[src/rtl/pe_conv_ctrl.sv]
// Sequencer for a 3-tap MAC PE computing a 3x3 valid convolution (stride 1) over an SRAM image.
// Output rows are accumulated over three kernel-row passes, then streamed over valid/ready.
module pe_conv_ctrl #(
    parameter int unsigned DATA_BITS     = 16,
    parameter int unsigned INTERNAL_BITS = 32,
    parameter int unsigned ADDR_BITS     = 16,
    parameter int unsigned IMG_W         = 8,
    parameter int unsigned IMG_H         = 8,
    parameter int unsigned W_BASE        = 0,
    parameter int unsigned IF_BASE       = 16
) (
    input  logic                     clk,
    input  logic                     rst,
    input  logic                     start,
    output logic                     busy,
    output logic                     done,
    output logic                     mem_rd,
    output logic [ADDR_BITS-1:0]     mem_addr,
    input  logic [DATA_BITS-1:0]     mem_rdata,
    output logic                     pe_W_w,
    output logic                     pe_IF_w,
    output logic [DATA_BITS-1:0]     pe_W_in,
    output logic [DATA_BITS-1:0]     pe_IF_in,
    input  logic [INTERNAL_BITS-1:0] pe_result,
    output logic                     out_valid,
    input  logic                     out_ready,
    output logic [INTERNAL_BITS-1:0] out_data
);

    localparam int unsigned CW = $clog2(IMG_W + 2);
    localparam int unsigned NC = IMG_W - 2;
    localparam int unsigned IW = (NC > 1) ? $clog2(NC) : 1;
    localparam int unsigned RW = $clog2(IMG_H);

    typedef enum logic [1:0] {StIdle, StLdw, StLdf, StDrain} state_t;

    state_t                   state;
    logic [CW-1:0]            cnt;
    logic [CW-1:0]            n;
    logic [CW-1:0]            d;
    logic [1:0]               k;
    logic [RW-1:0]            r;
    logic                     cap_valid;
    logic [IW-1:0]            cap_col;
    logic [INTERNAL_BITS-1:0] cap_sum;
    logic [INTERNAL_BITS-1:0] psum [NC];

    function automatic logic [ADDR_BITS-1:0] w_addr(input logic [1:0] kk);
        return ADDR_BITS'(W_BASE + 3 * int'(kk));
    endfunction

    function automatic logic [ADDR_BITS-1:0] if_addr(input logic [RW-1:0] rr, input logic [1:0] kk);
        return ADDR_BITS'(IF_BASE + (int'(rr) + int'(kk)) * IMG_W);
    endfunction

    assign pe_W_in  = mem_rdata;
    assign pe_IF_in = mem_rdata;

    // First kernel row starts the accumulation from zero instead of the previous row's leftovers.
    assign cap_sum = ((k == 2'd0) ? '0 : psum[cap_col]) + pe_result;

    always_ff @(posedge clk) begin
        if (cap_valid) psum[cap_col] <= cap_sum;
    end

    always_ff @(posedge clk or posedge rst) begin
        if (rst) begin
            state     <= StIdle;
            busy      <= 1'b0;
            done      <= 1'b0;
            mem_rd    <= 1'b0;
            mem_addr  <= '0;
            pe_W_w    <= 1'b0;
            pe_IF_w   <= 1'b0;
            out_valid <= 1'b0;
            out_data  <= '0;
            cnt       <= '0;
            n         <= '0;
            d         <= '0;
            k         <= '0;
            r         <= '0;
            cap_valid <= 1'b0;
            cap_col   <= '0;
        end else begin
            done      <= 1'b0;
            pe_W_w    <= mem_rd && (state == StLdw);
            pe_IF_w   <= mem_rd && (state == StLdf);
            cap_valid <= 1'b0;
            // A column is complete once three pixels of this pass sit in the PE.
            if (pe_IF_w) begin
                n <= n + CW'(1);
                if (n >= CW'(2)) begin
                    cap_valid <= 1'b1;
                    cap_col   <= IW'(n - CW'(2));
                end
            end
            unique case (state)
                StIdle: begin
                    if (start) begin
                        state    <= StLdw;
                        busy     <= 1'b1;
                        r        <= '0;
                        k        <= '0;
                        cnt      <= '0;
                        mem_rd   <= 1'b1;
                        mem_addr <= w_addr(2'd0);
                    end
                end
                StLdw: begin
                    n <= '0;
                    if (cnt == CW'(2)) begin
                        state    <= StLdf;
                        cnt      <= '0;
                        mem_addr <= if_addr(r, k);
                    end else begin
                        cnt      <= cnt + CW'(1);
                        mem_addr <= mem_addr + ADDR_BITS'(1);
                    end
                end
                StLdf: begin
                    cnt <= cnt + CW'(1);
                    if (cnt < CW'(IMG_W - 1)) begin
                        mem_addr <= mem_addr + ADDR_BITS'(1);
                    end else if (cnt == CW'(IMG_W - 1)) begin
                        mem_rd <= 1'b0;
                    end
                    // Last capture cycle of the pass.
                    if (cnt == CW'(IMG_W + 1)) begin
                        cnt <= '0;
                        if (k != 2'd2) begin
                            k        <= k + 2'd1;
                            state    <= StLdw;
                            mem_rd   <= 1'b1;
                            mem_addr <= w_addr(k + 2'd1);
                        end else begin
                            state     <= StDrain;
                            d         <= '0;
                            out_valid <= 1'b1;
                            out_data  <= (NC == 1) ? cap_sum : psum[0];
                        end
                    end
                end
                StDrain: begin
                    if (out_ready) begin
                        if (d == CW'(NC - 1)) begin
                            out_valid <= 1'b0;
                            if (r != RW'(IMG_H - 3)) begin
                                r        <= r + RW'(1);
                                k        <= '0;
                                state    <= StLdw;
                                mem_rd   <= 1'b1;
                                mem_addr <= w_addr(2'd0);
                            end else begin
                                state <= StIdle;
                                busy  <= 1'b0;
                                done  <= 1'b1;
                            end
                        end else begin
                            d        <= d + CW'(1);
                            out_data <= psum[IW'(d + CW'(1))];
                        end
                    end
                end
                default: state <= StIdle;
            endcase
        end
    end

endmodule

[config.mk]
export PLATFORM = sky130hd
export DESIGN_NAME = pe_conv_ctrl
export DESIGN_NICKNAME = d
export VERILOG_FILES = /design/src/rtl/pe_conv_ctrl.sv
export SDC_FILE = /design/constraint.sdc
export NUM_CORES = 1
export LEC_CHECK = 0
export ABC_CLOCK_PERIOD_IN_PS = 13050
export CELL_PAD_IN_SITES_DETAIL_PLACEMENT = 1
export CELL_PAD_IN_SITES_GLOBAL_PLACEMENT = 1
export CORE_ASPECT_RATIO = 0.7
export CORE_UTILIZATION = 51
export CTS_CLUSTER_DIAMETER = 100
export DETAILED_ROUTE_END_ITERATION = 8
export PLACE_DENSITY = 0.86
export SYNTH_ARGS = -nofsm -noshare
export SYNTH_HDL_FRONTEND = slang
export SYNTH_SLANG_ARGS = --single-unit
[constraint.sdc]
create_clock -name clk -period 13.05 [get_ports clk]
set_clock_uncertainty 0.1 [all_clocks]
set_input_delay 2.61 -clock clk [delete_from_list [all_inputs] [get_ports clk]]
set_output_delay 2.61 -clock clk [all_outputs]
set_load 0.03 [all_outputs]
==> load_flow_metrics.sql, run 1 <==
INSERT INTO impl_metrics (metric_group, metric, value, unit) VALUES
('power', 'power_density', '204', 'mW/mm2'),
('clock_tree', 'cts_setup_buffers', '0', ''),
('synth', 'yosys.area.top_type_share', '38.2', '%'),
('critical_path', 'critical_setup_path_class', 'input pin to flip-flop', ''),
('critical_path', 'critical_path.max_stage_delay', '0.47', 'ns'),
('global_route', 'total_grt_overflow', '0', ''),
('synth', 'most_frequently_used_cell_type_in_the_post_synthesis_netlist', 'sky130_fd_sc_hd__edfxtp_1', ''),
('critical_path', 'worst-endpoint-required', '13.25', 'ns'),
('clock_tree', 'clkLatencyLatePin', '0.57', 'ns'),
('clock_tree', 'max-clock-path-buffers', '3', ''),
('clock_tree', 'post_cts_hold_buffer_count', '0', ''),
('route', 'drt-initial-drc-count', '854', ''),
('synth', 'ys_top_cells_by_count', 'sky130_fd_sc_hd__edfxtp_1 (192), sky130_fd_sc_hd__nand2_1 (130), sky130_fd_sc_hd__nor2_1 (125), sky130_fd_sc_hd__a21oi_1 (123), sky130_fd_sc_hd__o21ai_0 (103)', ''),
('floorplanning', 'rows', '52', ''),
('timing', 'layout_setup_ws', '7.43', 'ns'),
('synth', 'mappedNetlistNets', '1442', ''),
('global_route', 'global_route_wire_length_before_repair', '68800', 'um'),
('synth', 'ys_seq_area_share', '50.9', '%'),
('route', 'drt-pass1-iter-count', '5', ''),
('status', 'status', 'finished clean', ''),
('critical_path', 'worst_path_max_fanout', '6', ''),
('global_route', 'grt_start_max_net_pins', '79', ''),
('timing', 'worst_slew_margin_rel', '27.4', '%'),
('synth', 'cell_type_with_the_highest_aggregate_area_in_the_netlist', 'sky130_fd_sc_hd__edfxtp_1', ''),
('clock_tree', 'cts-htree-levels', '1', ''),
('critical_path', 'critPathCaptureType', 'flip-flop', ''),
('place', 'port_buffers', '89', ''),
('finish', 'layout.nets', '1471', ''),
('finish', 'drive_above_1_share', '10.4', '%'),
('route', 'routed_wirelength', '44100', 'um'),
('finish', 'insertedDiodeCount', '0', ''),
('floorplanning', 'initial_core_util', '52.1', '%'),
('route', 'detail_route.vias_per_cell', '6.42', ''),
('power', 'irDropWorstVdd', '0.000123', 'V'),
('clock_tree', 'tritoncts_clock_tree', 'built', ''),
('place', 'gp_congestion', '0.891', ''),
('place', 'dp.cells', '1715', ''),
('timing', 'finalHoldViolations', '0', ''),
('floorplanning', 'floorplan.die.height', '146', 'um'),
('place', 'post_dp_cell_area', '0.0161', 'mm2'),
('synth', 'asyncSetResetFlopFracSynth', '28.6', '%'),
('critical_path', 'slowest_stage', 'sky130_fd_sc_hd__clkdlybuf4s50_1', ''),
('clock_tree', 'cts-root-buf', 'sky130_fd_sc_hd__clkbuf_16', ''),
('place', 'post-dp-hpwl', '28900', 'um'),
('floorplanning', 'io_pins', '138', ''),
('timing', 'post-route-period-util', '43.0', '%'),
('floorplanning', 'chipWidth', '208', 'um'),
('floorplanning', 'die-area', '0.0303', 'mm2'),
('global_route', 'gr-usage-all-layers', '29.3', '%'),
('power', 'total_leakage_power', '6.22', 'nW'),
('synth', 'synthesis.area_per_instance', '11.3', 'um2'),
('global_route', 'number_of_global_route_vias_before_repair', '11800', ''),
('floorplanning', 'core_area', '0.0290', 'mm2'),
('timing', 'grt_setup_unrepaired', 'false', ''),
('timing', 'timing.final.max_slew_violations', '0', ''),
('critical_path', 'worst_setup_path_start_kind', 'input pin', ''),
('flow_run', 'max_cap_violations', '0', ''),
('timing', 'timing.final.crit_period', '5.62', 'ns'),
('clock_tree', 'clkSinkCount', '269', ''),
('timing', 'setup_viol', '0', ''),
('finish', 'layout.cell_area.non_filler', '0.0171', 'mm2'),
('hold_path', 'timing.hold.worst.class', 'flip-flop to flip-flop', ''),
('clock_tree', 'tritoncts.num_buffers', '28', ''),
('timing', 'transition_time_at_the_pin_with_the_least_slew_margin', '1.08', 'ns'),
('critical_path', 'cp_top_family', 'compound AO/OA/AOI/OAI gates', ''),
('global_route', 'antenna_found_initial', '0', ''),
('route', 'drc_violations_left', '0', ''),
('synth', 'yosys_most_used_dff', 'sky130_fd_sc_hd__edfxtp_1', ''),
('timing', 'final.setup.tns', '0', 'ns'),
('synth', 'postSynthRegisterBits', '269', ''),
('clock_tree', 'clk_transition_reported_paths', '0.06', 'ns');
==> report_power, final <==
group	switching, W	total, W	internal, W
Clock	0.000345	0.000875	0.000530
Sequential	0.000126	0.00116	0.00103
Combinational	0.000908	0.00145	0.000542
==> cells by family after synthesis <==
family / count (synthesis) / synth area share, %
simple gates: 352 / 10.3
compound gates: 339 / 13.4
flops: 269 / 50.9
mux: 148 / 13.9
buf+inv: 134 / 4.42
fa+ha+maj: 52 / 4.41
xor+xnor: 44 / 2.55
==> through the flow <==
stage               power (W)  utilization, %  hold slack [ns]
floorplan             0.00216               -            0.406
global placement      0.00253            55.5            0.403
detailed placement    0.00261            55.5            0.406
CTS                   0.00349            58.9            0.415
global route          0.00365            58.9            0.454
finish                0.00349            58.9            0.415
==> worst paths after layout <==
| path | start | end | slack [ns] | cells past startpoint |
|---|---|---|---|---|
| worst max-delay path | pe_result[0] | psum[4][26]$_DFFE_PP_ | 7.43 | 11 |
| worst min-delay path | mem_addr[8]$_DFFE_PP0P_ | mem_addr[8]$_DFFE_PP0P_ | 0.41 | 1 |
| worst max register to register | cap_col[0]$_DFFE_PP0P_ | psum[0][25]$_DFFE_PP_ | 7.98 | 12 |
| worst min register to register | mem_addr[8]$_DFFE_PP0P_ | mem_addr[8]$_DFFE_PP0P_ | 0.41 | 1 |
| max in group asynchronous | rst | d[0]$_DFFE_PP0P_ | 9.33 | 3 |
| min in group asynchronous | rst | out_data[31]$_DFFE_PP0P_ | 2.22 | 2 |
==> registers in the layout, indices dropped and copies added, names as in the netlist, 3 cells and up <==
name,count
mem_addr,16
cnt,4
out_data,32
d,4
n,4
r,3
cap_col,3
psum,192
==> layout by cell type, fill, tap and decap left out, types with 11 or more instances in the layout <==
cell,netlist,routed
sky130_fd_sc_hd__buf_4,34,18
sky130_fd_sc_hd__ha_1,50,49
sky130_fd_sc_hd__edfxtp_1,192,192
sky130_fd_sc_hd__xor2_1,19,19
sky130_fd_sc_hd__a21o_1,11,11
sky130_fd_sc_hd__o21ai_0,103,103
sky130_fd_sc_hd__mux2i_1,98,98
sky130_fd_sc_hd__nand3_1,36,36
sky130_fd_sc_hd__clkbuf_16,0,31
sky130_fd_sc_hd__nand2_1,130,130
sky130_fd_sc_hd__dfrtp_1,77,73
sky130_fd_sc_hd__a211oi_1,22,22
sky130_fd_sc_hd__nor2_1,125,123
sky130_fd_sc_hd__nand2b_1,11,11
sky130_fd_sc_hd__clkdlybuf4s50_1,0,89
sky130_fd_sc_hd__mux4_2,50,50
sky130_fd_sc_hd__a21oi_1,123,123
sky130_fd_sc_hd__xnor2_1,25,24
sky130_fd_sc_hd__inv_1,25,24
==> routing by layer <==
| layer | up-vias | GRT usage [%] | wire length, um |
|---|---|---|---|
| met5 | - | 0 | 0 |
| met4 | 0 | 6.74 | 834 |
| met3 | 77 | 4.19 | 2580 |
| met2 | 388 | 47.9 | 20800 |
| met1 | 5874 | 41.8 | 19800 |
| li1 | 5012 | - | - |
==> area by class of cell <==
class | count | area, um2
fill | 2956 | 11900
clock inverter | 12 | 158
multi-input combinational | 935 | 6790
sequential | 269 | 7700
clock buffer | 40 | 850
timing repair buffer | 107 | 1030
inverter | 26 | 98.8
tap | 378 | 473
Power figures use the tool's default switching activity.
==> run 2: changes to the inputs <==
- ABC_CLOCK_PERIOD_IN_PS: 13050 -> 5120
- CORE_UTILIZATION: 51 -> 42
- PLACE_DENSITY: 0.86 -> 0.75
- clock period: 13.05 -> 5.12 ns (I/O delays scaled with it)
==> run 2 against run 1 <==
Sequential share of layout area shrank 0.46 points. Sequential cell count is the same. Cell count is 5.6% higher. Wire length decreased by 0.51%. Non-clock buffer count increased by 4. Combinational power rose to 2.5 times the previous value. Core utilization is 9.6 points lower. Highest routed layer unchanged.
==> load_flow_metrics.sql, run 2 (synthesis results as in run 1) <==
INSERT INTO impl_metrics (metric_group, metric, value, unit) VALUES
('critical_path', 'cp-startpoint', 'cap_col[1]$_DFFE_PP0P_', ''),
('timing', 'timing.final.max_slew_violations', '0', ''),
('finish', 'reg_top3', 'psum: 192 flops, out_data: 32 flops, mem_addr: 16 flops', ''),
('clock_tree', 'cts_setup_buffers', '0', ''),
('place', 'gp_congestion', '0.873', ''),
('global_route', 'antenna_found_initial', '0', ''),
('finish', 'layout.nets', '1476', ''),
('power', 'clockPowerShare', '25.3', '%'),
('route', 'drt-pass1-iter-count', '5', ''),
('finish', 'insertedDiodeCount', '0', ''),
('timing', 'transition_time_at_the_pin_with_the_least_slew_margin', '1.08', 'ns'),
('clock_tree', 'tritoncts_clock_tree', 'built', ''),
('critical_path', 'reg2reg_start', 'cap_col[1]$_DFFE_PP0P_', ''),
('finish', 'layout.cell_area.non_filler', '0.0173', 'mm2'),
('critical_path', 'worst_setup_path_start_kind', 'flip-flop', ''),
('power', 'power_report.internal_total', '0.00542', 'W'),
('finish', 'n_fill_cell', '3683', ''),
('clock_tree', 'clkSinkCount', '269', ''),
('clock_tree', 'post_cts_hold_buffer_count', '0', ''),
('global_route', 'gr-usage-all-layers', '23.9', '%'),
('finish', 'max_flop_register', 'psum', ''),
('critical_path', 'worst-endpoint-required', '5.33', 'ns'),
('power', 'logic_gate_share_of_total_power', '41.2', '%'),
('floorplanning', 'core_area', '0.0350', 'mm2'),
('route', 'drt-wirelength-per-cell', '23.5', 'um'),
('critical_path', 'critical_path_cell_count', '13', ''),
('timing', 'maximum_operating_frequency', '0.230', 'GHz'),
('route', 'drc_violations_left', '0', ''),
('place', 'place_ws', '0.730', 'ns'),
('timing', 'timing.final.crit_period', '4.35', 'ns'),
('route', 'routed-via-count', '11200', ''),
('status', 'status', 'finished clean', ''),
('power', 'power_density', '518', 'mW/mm2'),
('power', 'irDropWorstVdd', '0.000374', 'V'),
('global_route', 'number_of_global_route_vias_before_repair', '11400', ''),
('critical_path', 'worst_r2r_endpoint', 'psum[2][30]$_DFFE_PP_', ''),
('route', 'detail-route-antenna-nets', '0', ''),
('critical_path', 'cp_top_family', 'compound AO/OA/AOI/OAI gates', ''),
('floorplanning', 'chipWidth', '229', 'um'),
('clock_tree', 'max-clock-path-buffers', '3', ''),
('critical_path', 'timing.reg2reg.worst_path_depth', '13', ''),
('critical_path', 'critPathCaptureType', 'flip-flop', ''),
('place', 'port_buffers', '89', ''),
('critical_path', 'cp-endpoint', 'psum[2][30]$_DFFE_PP_', ''),
('floorplanning', 'die-area', '0.0367', 'mm2'),
('power', 'net_switching_power_figure', '0.00353', 'W'),
('power', 'sw_frac_of_total', '39.4', '%'),
('timing', 'setup_viol', '0', ''),
('timing', 'grt_setup_unrepaired', 'false', ''),
('flow_run', 'max_cap_violations', '0', ''),
('clock_tree', 'cts.repair.resized', '0', ''),
('route', 'routed_wirelength', '43900', 'um'),
('clock_tree', 'cts-htree-levels', '1', ''),
('critical_path', 'worst_path_max_fanout', '16', ''),
('critical_path', 'critical_path.max_stage_delay', '0.71', 'ns'),
('hold_path', 'timing.hold.worst.class', 'flip-flop to flip-flop', ''),
('floorplanning', 'io_pins', '138', ''),
('clock_tree', 'clk_transition_reported_paths', '0.06', 'ns'),
('place', 'post-dp-hpwl', '29400', 'um'),
('floorplanning', 'initial_core_util', '43.1', '%'),
('global_route', 'grt_start_max_net_pins', '58', ''),
('timing', 'post-route-period-util', '85.1', '%'),
('timing', 'worst_slew_margin_rel', '27.9', '%'),
('clock_tree', 'tritoncts.num_buffers', '29', ''),
('power', 'power.share.sequential', '33.6', '%'),
('critical_path', 'critical_setup_path_class', 'flip-flop to flip-flop', ''),
('finish', 'mostFrequentLayoutCells', 'sky130_fd_sc_hd__edfxtp_1 (192), sky130_fd_sc_hd__nand2_1 (130), sky130_fd_sc_hd__nor2_1 (123), sky130_fd_sc_hd__a21oi_1 (123), sky130_fd_sc_hd__o21ai_0 (103)', ''),
('timing', 'finalHoldViolations', '0', ''),
('finish', 'drive_above_1_share', '10.7', '%'),
('critical_path', 'arrival', '4.57', 'ns'),
('critical_path', 'r2r_slack', '0.77', 'ns'),
('global_route', 'total_grt_overflow', '0', ''),
('critical_path', 'critical_path.n_buffers_inverters', '1', ''),
('finish', 'multi_input_area', '0.00679', 'mm2'),
('timing', 'final.setup.tns', '0', 'ns'),
('global_route', 'global_route_wire_length_before_repair', '68200', 'um'),
('finish', 'area_growth_syn_to_layout', '14.4', '%'),
('power', 'total_leakage_power', '6.24', 'nW'),
('route', 'drt-initial-drc-count', '845', ''),
('place', 'post_dp_cell_area', '0.0163', 'mm2'),
('finish', 'leading_cell_type_in_the_layout_fill_and_taps_excluded', 'sky130_fd_sc_hd__edfxtp_1', ''),
('clock_tree', 'cts-root-buf', 'sky130_fd_sc_hd__clkbuf_16', ''),
('floorplanning', 'floorplan.die.height', '161', 'um'),
('route', 'detail_route.vias_per_cell', '5.98', ''),
('timing', 'layout_setup_ws', '0.765', 'ns'),
('finish', 'ff_latch_area', '0.00770', 'mm2'),
('critical_path', 'slowest_stage', 'sky130_fd_sc_hd__dfrtp_2', ''),
('finish', 'largest_register_ff_count', '192', ''),
('clock_tree', 'clkLatencyLatePin', '0.57', 'ns'),
('critical_path', 'crit_path_cell_trace', 'mux4_2, nor2_1, a211oi_1, ha_1, inv_1, fa_1, nand2b_1, a21oi_1, o21ai_1, o21ai_2, a31oi_1, o41ai_2, xor2_1', ''),
('floorplanning', 'rows', '57', '');
## run 2: area by class of cell
type	count	area share, %
Tap cell	472	3.42
Timing Repair Buffer	111	6.26
Inverter	26	0.572
Sequential cell	269	44.6
Clock inverter	17	1.38
Clock buffer	36	4.47
Multi-Input combinational cell	935	39.3
## run 2: worst min-delay path by stage
stage | start | endpoint | slack [ns] | cells after the start
6_report | mem_addr[13]$_DFFE_PP0P_ | mem_addr[13]$_DFFE_PP0P_ | 0.42 | 1
3_5_place_dp | mem_addr[8]$_DFFE_PP0P_ | mem_addr[8]$_DFFE_PP0P_ | 0.42 | 1
4_1_cts | mem_addr[13]$_DFFE_PP0P_ | mem_addr[13]$_DFFE_PP0P_ | 0.43 | 1
2_1_floorplan | n[3]$_DFFE_PP0P_ | n[3]$_DFFE_PP0P_ | 0.41 | 2
5_1_grt | mem_addr[8]$_DFFE_PP0P_ | mem_addr[8]$_DFFE_PP0P_ | 0.45 | 1
3_3_place_gp | busy$_DFFE_PP0P_ | busy$_DFFE_PP0P_ | 0.40 | 2
## run 2: metal layers
layer | GRT usage [%] | routed length, um | vias to the layer above
met5 | 0 | 0 | -
met4 | 4.15 | 635 | 0
met3 | 3.37 | 1970 | 44
met2 | 37.2 | 19800 | 286
met1 | 35.8 | 21500 | 5807
li1 | - | - | 5023
## run 2: power groups by stage
stage               registers [W]  logic (W)  clock network (W)
finish                    0.00300    0.00369            0.00226
CTS                       0.00301    0.00370            0.00230
detailed placement        0.00305    0.00366                  0
global placement          0.00303    0.00354                  0
floorplan                 0.00309    0.00243                  0
global route              0.00305    0.00401            0.00238
## run 2: through the flow
| stage | hold WS, ns | cells | util (%) | power (W) |
|---|---|---|---|---|
| 6_report | 0.419 | 1866 | 49.3 | 0.00895 |
| 5_1_grt | 0.452 | 1866 | 49.3 | 0.00944 |
| 4_1_cts | 0.425 | 1866 | 49.3 | 0.00901 |
| 3_5_place_dp | 0.415 | 1813 | 46.5 | 0.00672 |
| 3_3_place_gp | 0.399 | 1813 | 46.5 | 0.00656 |
| 2_1_floorplan | 0.406 | 1338 | - | 0.00551 |
==> run 3: changes to the inputs <==
- CAP_MARGIN: not set -> 20
==> results of run 3 <==
Same layout as run 2: the final DEF is identical, and so are final timing and power.
